`config.mk`:
```
export PLATFORM = sky130hd
export DESIGN_NAME = uart_tx_arbiter
export DESIGN_NICKNAME = d
export VERILOG_FILES = /design/src/rtl/uart_tx_arbiter.sv
export SDC_FILE = /design/constraint.sdc
export NUM_CORES = 1
export LEC_CHECK = 0
export BUFFER_PORTS_ARGS = -buffer_cell sky130_fd_sc_hd__buf_2
export CORE_ASPECT_RATIO = 0.7
export CORE_MARGIN = 2
export CORE_UTILIZATION = 44
export CTS_BUF_LIST = sky130_fd_sc_hd__clkbuf_2
export DETAILED_ROUTE_END_ITERATION = 10
export PLACE_DENSITY = 0.7
export SYNTH_ARGS = -nofsm -noshare
export SYNTH_HDL_FRONTEND = slang
export SYNTH_SLANG_ARGS = --single-unit
```
`constraint.sdc`:
```
create_clock -name clk -period 2.1 [get_ports clk]
set_input_delay 0.42 -clock clk [delete_from_list [all_inputs] [get_ports clk]]
set_output_delay 0.42 -clock clk [all_outputs]
set_load 0.03 [all_outputs]
```
`src/rtl/uart_tx_arbiter.sv`:
```
// Round-robin arbiter feeding a single UART transmitter (8 data bits, 1 stop bit).
// Optional even parity bit between data and stop when UART_TX_ARB_PARITY_EN is defined.
module uart_tx_arbiter #(
   parameter int NUM_REQ = 4,
   parameter int CLK_DIV = 16
) (
   input  logic                       clk,
   input  logic                       rst,
   input  logic                       en,
   input  logic [NUM_REQ-1:0]         req_valid,
   input  logic [NUM_REQ*8-1:0]       req_data,
   output logic [NUM_REQ-1:0]         req_ready,
   output logic                       tx_o,
   output logic                       busy,
   output logic [$clog2(NUM_REQ)-1:0] grant_id
);

   localparam int GW = $clog2(NUM_REQ);
   localparam int BW = $clog2(CLK_DIV);

   typedef enum logic [2:0] {
      IDLE,
      START,
      DATA,
`ifdef UART_TX_ARB_PARITY_EN
      PARITY,
`endif
      STOP
   } state_t;

   state_t          state_q, state_d;
   logic [BW-1:0]   baud_q, baud_d;
   logic [2:0]      bit_q, bit_d;
   logic [7:0]      data_q, data_d;
   logic            tx_q, tx_d;
   logic [GW-1:0]   grant_q, grant_d;
   logic [GW-1:0]   winner;
   logic [GW-1:0]   cand;
   logic            found;
   logic            baud_last;

   assign baud_last = (baud_q == BW'(CLK_DIV - 1));
   assign tx_o      = tx_q;
   assign busy      = (state_q != IDLE);
   assign grant_id  = grant_q;

   // Search starts one past the last winner so every requester gets a turn.
   always_comb begin
      found  = 1'b0;
      winner = '0;
      cand   = '0;
      for (int k = 1; k <= NUM_REQ; k++) begin
         cand = GW'((int'(grant_q) + k) % NUM_REQ);
         if (!found && req_valid[cand]) begin
            found  = 1'b1;
            winner = cand;
         end
      end
   end

   always_comb begin
      state_d   = state_q;
      baud_d    = baud_q;
      bit_d     = bit_q;
      data_d    = data_q;
      grant_d   = grant_q;
      tx_d      = 1'b1;
      req_ready = '0;
      case (state_q)
         IDLE: begin
            baud_d = '0;
            bit_d  = '0;
            // rst gates the strobe so no accept is advertised while reset is held
            if (en && found && !rst) begin
               req_ready[winner] = 1'b1;
               data_d            = req_data[{winner, 3'b000} +: 8];
               grant_d           = winner;
               state_d           = START;
               tx_d              = 1'b0;
            end
         end
         START: begin
            tx_d = 1'b0;
            if (baud_last) begin
               baud_d  = '0;
               state_d = DATA;
               tx_d    = data_q[0];
            end else begin
               baud_d = baud_q + 1'b1;
            end
         end
         DATA: begin
            tx_d = data_q[bit_q];
            if (baud_last) begin
               baud_d = '0;
               if (bit_q == 3'd7) begin
`ifdef UART_TX_ARB_PARITY_EN
                  state_d = PARITY;
                  tx_d    = ^data_q;
`else
                  state_d = STOP;
                  tx_d    = 1'b1;
`endif
               end else begin
                  bit_d = bit_q + 3'd1;
                  tx_d  = data_q[bit_q + 3'd1];
               end
            end else begin
               baud_d = baud_q + 1'b1;
            end
         end
`ifdef UART_TX_ARB_PARITY_EN
         PARITY: begin
            tx_d = ^data_q;
            if (baud_last) begin
               baud_d  = '0;
               state_d = STOP;
               tx_d    = 1'b1;
            end else begin
               baud_d = baud_q + 1'b1;
            end
         end
`endif
         STOP: begin
            tx_d = 1'b1;
            if (baud_last) begin
               baud_d  = '0;
               bit_d   = '0;
               state_d = IDLE;
            end else begin
               baud_d = baud_q + 1'b1;
            end
         end
         default: begin
            state_d = IDLE;
            baud_d  = '0;
            bit_d   = '0;
         end
      endcase
   end

   always_ff @(posedge clk or posedge rst) begin
      if (rst) begin
         state_q <= IDLE;
         baud_q  <= '0;
         bit_q   <= '0;
         data_q  <= '0;
         tx_q    <= 1'b1;
         grant_q <= GW'(NUM_REQ - 1);
      end else begin
         state_q <= state_d;
         baud_q  <= baud_d;
         bit_q   <= bit_d;
         data_q  <= data_d;
         tx_q    <= tx_d;
         grant_q <= grant_d;
      end
   end

endmodule

```
Word-level counts from Yosys, hierarchy flattened
Cells that the tools add are included.

cells by class
  add/subtract/negate cells = 6
  shifts and indexed selects = 1
  reduce and logical (&&, ||, !) cells = 16
  order comparisons = 8
  muxes and demuxes = 40
  bitwise gates (word level) = 1
  divide/modulo/power cells = 0
  equal/unequal tests = 11
  multipliers = 0

operators by type and width
  cell                   number
  $shiftx A32 B6 Y8      1
  $mux W3                7
  $mux W4                4
  $lt A2 B3 Y1 const B   5
  $mux W1                15
  $ne A2 B2 Y1 const B   6
  $pmux W3 S4            1
  $pmux W3 S3            1
  $bmux W1 S2            4
  $lt A3 B4 Y1 const B   2
  $mux W2                4
  $bmux W1 S3            2
  $eq A3 B2 Y1 const B   2
  $logic_and A1 B1 Y1    6
  $reduce_and A5 Y1      1
  $add A2 B1 Y2 const B  2
  $add A2 B2 Y2 const B  2
  $add A4 B1 Y4 const B  1
  $eq A4 B4 Y1 const B   1
  $logic_not A1 Y1       4
  $reduce_and A4 Y1      1
  $add A3 B1 Y3 const B  1
  $eq A3 B1 Y1 const B   1
  $eq A3 B3 Y1 const B   1
  8 further kinds        8

storage, ports and cells
  input bits = 39
  output and inout bits = 8
  ROM bits = 0
  memory bits (writable) = 0
  memories = 0
  latch bits = 0
  bits in registers = 21
  logic and storage cells = 89

Longest topological paths before layout
Gate-level depths: netlist (run 1).

  depth after elaboration = 19
  mapped depth = 8
  depth with buffers taken out = 7

Least setup slack after synthesis (run 1)
OpenSTA, ideal clock, no wires.

  kind = register to output
  from = reg state_q[0]
  to = out req_ready[3]
  setup slack = -0.218 ns
  cell stages (with the launch flop) = 8
  required time = 1.680 ns
  arrival = 1.898 ns
  buffers on the path = 1
  path through = dfrtp_1 inv_1 ha_1 inv_2 nor3_1 clkbuf_1 nand2_1 nor2_1

between the ends
  cells in the longest elaborated chain, start to end = 2

RTL lines
  what                      line  RTL
  start: declaration        31    state_t state_q, state_d;
  start signal: assignment  151   state_q <= state_d;
  $logic_not A3 Y1          69    case (state_q)
  $mux W4                   69
  end: declaration          12    output logic [NUM_REQ-1:0] req_ready,

Every way passes these cells.

Final worst setup path (run 1)
  from = reg state_q[0]
  to = out req_ready[0]

The elaborated chain is that of the path after synthesis.

==> results of run 1 <==
[kinds of logic after synthesis]
family / count (synthesis) / share of synthesized area (%)
flip-flops: 20 / 33.3
buffers and inverters: 22 / 6.53
AND/OR/NAND/NOR: 53 / 18.4
adder cells (fa/ha/maj): 7 / 5.79
multiplexers: 16 / 16.2
AO/OA/AOI/OAI: 37 / 19.1
XOR/XNOR: 1 / 0.579
[per-stage QoR]
stage | setup TNS (ps) | utilization (%) | setup slack, ps | instance area [µm²] | power, mW
3_5_place_dp | 0 | 57.8 | 44.6 | 1860 | 0.607
3_3_place_gp | 0 | 57.8 | 82.6 | 1860 | 0.600
5_1_grt | -715 | 63.6 | -182 | 2040 | 0.841
2_1_floorplan | -14.1 | - | -14.1 | 1530 | 0.540
6_report | -256 | 63.6 | -69.5 | 2040 | 0.800
4_1_cts | -254 | 62.9 | -69.4 | 2020 | 0.798
[metal layers]
layer,vias up,global-route usage (%),share of wire [%]
li1,688,-,-
met1,668,27.5,44
met2,59,35.7,49
met3,10,4.00,6.1
met4,0,5.76,1.5
met5,-,0,0
[layout make-up]
cell class                      count  area share, %
Inverter                           16           2.94
Tap cell                           47           2.88
Timing Repair Buffer               65           20.5
Clock buffer                        4          0.980
Sequential cell                    20           24.7
Multi-Input combinational cell    114           48.0
[flip-flops by register name, indices dropped and copies added (netlist names)]
signal    flops
tx_o          1
baud_q        4
state_q       2
data_q        8
grant_id      2
bit_q         3
[worst reg2reg max path: stages (launching register included)]
cell	delay [ps]
dfstp_2	620
nand2b_4	160
a21o_1	130
and3_4	230
buf_6	150
buf_12	140
mux2_4	300
o211a_1	200
[synth_stat cells (all sizes together) (2+ instances only)]
library cell / number / area, µm²
dfrtp: 17 / 425
inv: 16 / 60.1
nand2: 16 / 60.1
mux2: 10 / 135
nor2: 9 / 33.8
o21ai: 9 / 48.8
or2: 9 / 56.3
o211a: 8 / 80.1
o221ai: 8 / 70.1
ha: 7 / 87.6
nor2b: 5 / 31.3
mux4: 4 / 90.1
a21oi: 3 / 15.0
and2: 3 / 18.8
buf: 3 / 27.5
clkbuf: 3 / 11.3
dfstp: 3 / 78.8
nand2b: 3 / 21.3
a22oi: 2 / 15.0
and3: 2 / 17.5
mux2i: 2 / 20.0
nor3: 2 / 10.0
nor3b: 2 / 15.0
o21bai: 2 / 15.0
[power by group through the flow]
stage | clock network, mW | registers [mW] | logic, mW
after global placement | 0 | 0.418 | 0.182
after floorplan | 0 | 0.422 | 0.118
after global routing | 0.196 | 0.416 | 0.229
after CTS | 0.175 | 0.413 | 0.210
final | 0.174 | 0.413 | 0.213
after detailed placement | 0 | 0.420 | 0.187
[placed cells by master, fill, tap and decap left out, types with 2 or more instances in the layout]
cell      count
or2_2         8
mux2_2        2
a21oi_1       3
clkbuf_2      4
nor2b_1       4
o21bai_1      2
a22oi_1       2
inv_2         4
nor2_1        7
buf_6         6
nor2_4        2
ha_1          6
buf_2        42
mux4_2        4
o21ai_0       4
buf_4        16
nand2b_1      2
dfrtp_1      17
o21ai_1       4
o221ai_1      8
o211a_1       8
nand2_1      16
dfstp_2       3
mux2_4        6
mux2_1        2
inv_1        12
mux2i_1       2
[what timing repair did]
| item | 4_1_cts | 5_1_grt |
|---|---|---|
| hold endpoints to repair | 0 | 0 |
| pin swaps | 4 | 2 |
| gates resized for setup | 19 | 2 |
| endpoints found under the setup margin | 4 | 9 |
| buffers inserted | 9 | 2 |
[how the worst min path moves through the flow]
stage,from,end,slack [ps],depth (start not counted)
finish,rst,baud_q[1]$_DFF_PP0_,190,2
global route,rst,baud_q[1]$_DFF_PP0_,250,2
CTS,rst,baud_q[1]$_DFF_PP0_,230,2
detailed placement,baud_q[0]$_DFF_PP0_,baud_q[0]$_DFF_PP0_,490,1
global placement,baud_q[0]$_DFF_PP0_,baud_q[0]$_DFF_PP0_,480,1
floorplan,rst,baud_q[0]$_DFF_PP0_,380,1
==> summary.txt, run 1 <==
Run status
  • Status: finished, violations left
  • Failing checks: setup timing

Critical path
  • RR Startpoint: grant_id[0]$_DFFE_PP1P_
  • Setup CP Type: flip-flop to primary output
  • CP peak stage delay: between 400 and 500 ps
  • Arr. time, crit path: 1750 ps
  • Crit path depth: 7
  • Flop2flop setup slack: ~80 ps
  • Worst path required time: about 1700 ps
  • Most common cell on crit path: inv_2
  • Critical-path top delay cell: dfrtp_1
  • Worst r2r dst: data_q[4]$_DFFE_PP0P_
  • Largest delay share family, worst path: simple AND/OR/NAND/NOR gates
  • R2R depth: 7
  • Critical Path End: req_ready[0]
  • CP endpoint kind: primary output
  • CP Cell Sequence: inv_2, ha_4, inv_2, nor3_4, nor2b_4, and2_4, buf_6
  • Crit path from: state_q[0]$_DFFE_PP0P_
  • CP Launch Type: flip-flop
  • WP buf/inv: 3
  • Crit path max fanout: 3

Pwr
  • Power density cells: 392 nW/µm²
  • NetSw: 0.231 mW
  • Sw frac: 28.9%
  • Maximum VDD drop: approximately 180 µV
  • Leakage dissipation: 1.07 nW
  • Int Pwr: 0.569 mW
  • Sequential power share: 51.7%
  • Clock network power share: 21.8%
  • Combinational Power Share: 26.6%

Flow run
  • Max-Cap Viols: 0

Drt
  • DRT iter0 DRCs: a little over 70
  • DRC: 0
  • Via-to-Cell Ratio: 5.36
  • DR WL/cell: 14.1 µm
  • Post-DRT Antenna Nets: 0
  • Via Count: 1,425
  • Routed WL: 3760 µm
  • DR pass1 iterations: 4

Die
  • Die X-Extent: 74.1 µm
  • Die area: 3930 µm²
  • Io pins: 47
  • Initial Utilization: 47.1%
  • FP Rows: 17
  • Die H: 53.1 µm
  • CORE AREA: 3210 µm²

Timing
  • Final setup vio count: 4
  • Max transition margin: between 40% and 50%
  • Min cycle time layout: 2170 ps
  • Fin. max-slew vios: 0
  • Max Freq: 0.461 GHz
  • Min Hold Slack: 192 ps
  • Setup WS post-layout: -69.5 ps
  • Clk_skew: between 15 and 20 ps
  • Final hold violation count: 0
  • Period utilization: 103%
  • Unrepaired setup endpoints after global routing: yes
  • Worst-Margin Slew: 772 ps

Layout
  • # diodes: 0
  • Layout cell share with drive strength beyond 1: 49.3%
  • Multi-input gate area: just under 1000 µm²
  • Seq. cell area: between 500 and 600 µm²
  • Layout area overhead: 35.0%
  • Nets: 266
  • Post-Layout Cell Count: ~270
  • Layout fillers: 262

Placement
  • Placed Instances: 251
  • Gpl congestion: 0.856
  • HPWL Detailed: 2900 µm
  • Port buffer count: 46

Yosys
  • Ys flop type: dfrtp_1
  • Mean Syn Cell Area: 9.70 µm²
  • Net Count, Synth: just over 200
  • Yosys cell types: 41
  • Syn Std Cell Area: 1510 µm²
  • Async SR Flop Fraction: 100%
  • Register area share after synthesis: between 30 and 40%
  • Syn. warnings: 0
  • Seq cells post-synth: 20
  • EDFF count, synth: 0
  • Cells after synthesis: 156

CTS
  • Clk_lat worst skew: 330 ps
  • Clk sinks: 20
  • Htree depth: 1
  • CTS tree: built
  • TritonCTS Buffers: 3
  • CTS Buffer Depth: 2
  • Clock slew at reported path FFs: 200 ps
  • Root Buffer: clkbuf_2
  • Hold-fix buffers, CTS: 0

Global route
  • Initial antenna violation count: 0
  • Largest net degree at the start of global routing: 21
  • All-layer global routing usage: 21.1%
  • GRT Residual Overflow: 0
  • Vias in the first global route: 1,387
  • Global-route wire length before repair: approximately 6200 µm

Hold path
  • Hold Crit Class: input port to async pin
No activity file was read; power rests on OpenSTA's default activity.
==> run 2: changes to the inputs <==
- CORE_ASPECT_RATIO: 0.7 -> not set
- REMOVE_ABC_BUFFERS: not set -> 1
- SETUP_SLACK_MARGIN: not set -> 0.15
==> summary.txt, run 2 (synthesized netlist as in run 1, its figures left out) <==
Global route
  • All-layer global routing usage: 20.3% (was 21.1%)
  • Global-route wire length before repair: 6420 µm (was 6220 µm)
  • Largest net degree at the start of global routing: 21 (unchanged)
  • GRT Residual Overflow: 0 (unchanged)
  • Vias in the first global route: 1,407 (was 1,387)
  • Initial antenna violation count: 0 (unchanged)

Placement
  • Cell Area, Placed: 1870 µm² (was 1860 µm²)
  • Port buffer count: 46 (unchanged)
  • Gpl congestion: 0.752 (was 0.856)
  • Placed Instances: 255 (was 251)
  • Place WS: -117 ps (was 44.6 ps)
  • HPWL Detailed: 2640 µm (was 2900 µm)

Timing
  • Setup WS post-layout: -120 ps (was -69.5 ps)
  • Setup TNS: -363 ps (was -256 ps)
  • Fin. max-slew vios: 0 (unchanged)
  • Unrepaired setup endpoints after global routing: yes (unchanged)
  • Clk_skew: 11.7 ps (was 15.3 ps)
  • Max Freq: 0.450 GHz (was 0.461 GHz)
  • Period utilization: 106% (was 103%)
  • Worst-Margin Slew: 772 ps (about the same)
  • Max transition margin: 48.4% (was 48.5%)
  • Min Hold Slack: 206 ps (was 192 ps)
  • Final hold violation count: 0 (unchanged)
  • Final setup vio count: 4 (unchanged)
  • Min cycle time layout: 2220 ps (was 2170 ps)

Drt
  • DR pass1 iterations: 4 (unchanged)
  • DRT iter0 DRCs: 78 (was 72)
  • DRC: 0 (unchanged)
  • Via-to-Cell Ratio: 5.26 (was 5.36)
  • Routed WL: 3830 µm (was 3760 µm)
  • Via Count: 1,435 (was 1,425)
  • Post-DRT Antenna Nets: 0 (unchanged)
  • DR WL/cell: 14.0 µm (was 14.1 µm)

Layout
  • Largest register FFs: 8 (unchanged)
  • Post-layout util: 65.3% (was 63.6%)
  • Post-Layout Cell Count: 273 (was 266)
  • # diodes: 0 (unchanged)
  • Seq. cell area: 504 µm² (unchanged)
  • Reg with most FFs: data_q (unchanged)
  • Biggest regs: data_q (8), baud_q (4), bit_q (3) (unchanged)
  • Nets: 274 (was 266)
  • Layout cell share with drive strength beyond 1: 52.4% (was 49.3%)
  • Leading cell type in the layout, fill and taps excluded: buf_2 (unchanged)
  • Final instance area: 2160 µm² (was 2040 µm²)
  • Layout fillers: 270 (was 262)
  • Layout area overhead: 42.8% (was 35.0%)
  • Most frequent cells in the layout: 42 x buf_2, 24 x buf_4, 17 x dfrtp_1 (was 42 x buf_2, 17 x dfrtp_1, 16 x nand2_1, 16 x buf_4, 12 x inv_1)
  • Multi-input gate area: 1010 µm² (was 981 µm²)

Hold path
  • Hold Crit Class: input port to async pin (unchanged)

Critical path
  • Arr. time, crit path: 1800 ps (was 1750 ps)
  • Critical-path top delay cell: dfstp_2 (was dfrtp_1)
  • CP peak stage delay: 620 ps (was 430 ps)
  • Setup CP Type: flip-flop to primary output (unchanged)
  • CP Cell Sequence: nor3b_2, a311oi_4, buf_4, nor2b_4, and2_4, buf_6 (was inv_2, ha_4, inv_2, nor3_4, nor2b_4, and2_4, buf_6)
  • CP Launch Type: flip-flop (unchanged)
  • Worst path required time: 1680 ps (about the same)
  • Crit path max fanout: 5 (was 3)
  • CP endpoint kind: primary output (unchanged)

CTS
  • Clk_lat worst skew: 320 ps (was 330 ps)
  • Htree depth: 1 (unchanged)
  • Root Buffer: clkbuf_2 (unchanged)
  • Hold-fix buffers, CTS: 0 (unchanged)
  • Clock slew at reported path FFs: 190 ps (was 200 ps)
  • CTS Buffer Depth: 2 (unchanged)
  • Clk sinks: 20 (unchanged)
  • TritonCTS Buffers: 3 (unchanged)
  • CTS tree: built (unchanged)

Run status
  • Failing checks: setup timing (unchanged)
  • Status: finished, violations left (unchanged)

Pwr
  • Leakage dissipation: 1.14 nW (was 1.07 nW)
  • Power density cells: 382 nW/µm² (was 392 nW/µm²)
  • Pwr Total: 0.825 mW (was 0.800 mW)
  • Maximum VDD drop: 246 µV (was 179 µV)

Die
  • Io pins: 47 (unchanged)
  • CORE AREA: 3310 µm² (was 3210 µm²)
  • FP Rows: 21 (was 17)
  • Die H: 62.6 µm (was 53.1 µm)
  • Initial Utilization: 45.7% (was 47.1%)
  • Die area: 3920 µm² (was 3930 µm²)
  • Die X-Extent: 62.6 µm (was 74.1 µm)

Flow run
  • Max-Cap Viols: 0 (unchanged)
## run 2: cell types whose count changed in the layout (fill, tap and decap cells not counted), moves of 2 or more
| cell | previous run | this run |
|---|---|---|
| buf_12 | 1 | 3 |
| and2_4 | 1 | 3 |
| mux2_4 | 6 | 9 |
| nor2_4 | 2 | 0 |
| buf_4 | 16 | 24 |
| buf_6 | 6 | 3 |
| mux2_2 | 2 | 0 |
## run 2: per-layer routing
layer | part of all wire (%) | wire [µm] | track usage (%) | vias to the layer above
li1 | - | - | - | 702
met1 | 42 | 1620 | 25.3 | 695
met2 | 54 | 2060 | 35.8 | 36
met3 | 3.8 | 147 | 4.50 | 2
met4 | 0.26 | 10 | 4.44 | 0
met5 | 0 | 0 | 0 | -
## run 2: power breakdown
group          total [mW]  switching [mW]  internal (mW)
sequential          0.412          0.0109          0.401
clock               0.159           0.118         0.0414
combinational       0.253           0.104          0.150
## run 2: path summary, 6_finish.rpt
kind	from	to	slack [ps]	depth (start not counted)
hold reg to reg	baud_q[0]$_DFF_PP0_	baud_q[0]$_DFF_PP0_	510	1
max in group asynchronous	rst	data_q[0]$_DFFE_PP0P_	1410	2
setup / recovery	grant_id[0]$_DFFE_PP1P_	req_ready[0]	-120	6
setup reg to reg	grant_id[0]$_DFFE_PP1P_	data_q[7]$_DFFE_PP0P_	30	8
min in group clk	req_data[13]	data_q[5]$_DFFE_PP0P_	440	3
hold / removal	rst	state_q[0]$_DFFE_PP0P_	210	2
## run 2: final cells by class
type,count,area share [%]
multi-input combinational,114,46.7
timing repair buffer,73,23.7
sequential,20,23.3
inverter,16,2.78
tap,46,2.66
clock buffer,3,0.695
clock inverter,1,0.174
## run 2: what timing repair did
| item | CTS | global route |
|---|---|---|
| buffers inserted | 8 | 5 |
| pin swaps | 13 | 15 |
| endpoints found under the setup margin | 13 | 13 |
| gates cloned | 1 | 0 |
| resized for setup | 26 | 6 |
## run 2: worst max-delay path: cells and delay by family (launching register included)
kind	cells	cell delay, ps
flip-flops	1	620
AO/OA/AOI/OAI	1	330
buffers and inverters	2	310
AND/OR/NAND/NOR	3	240
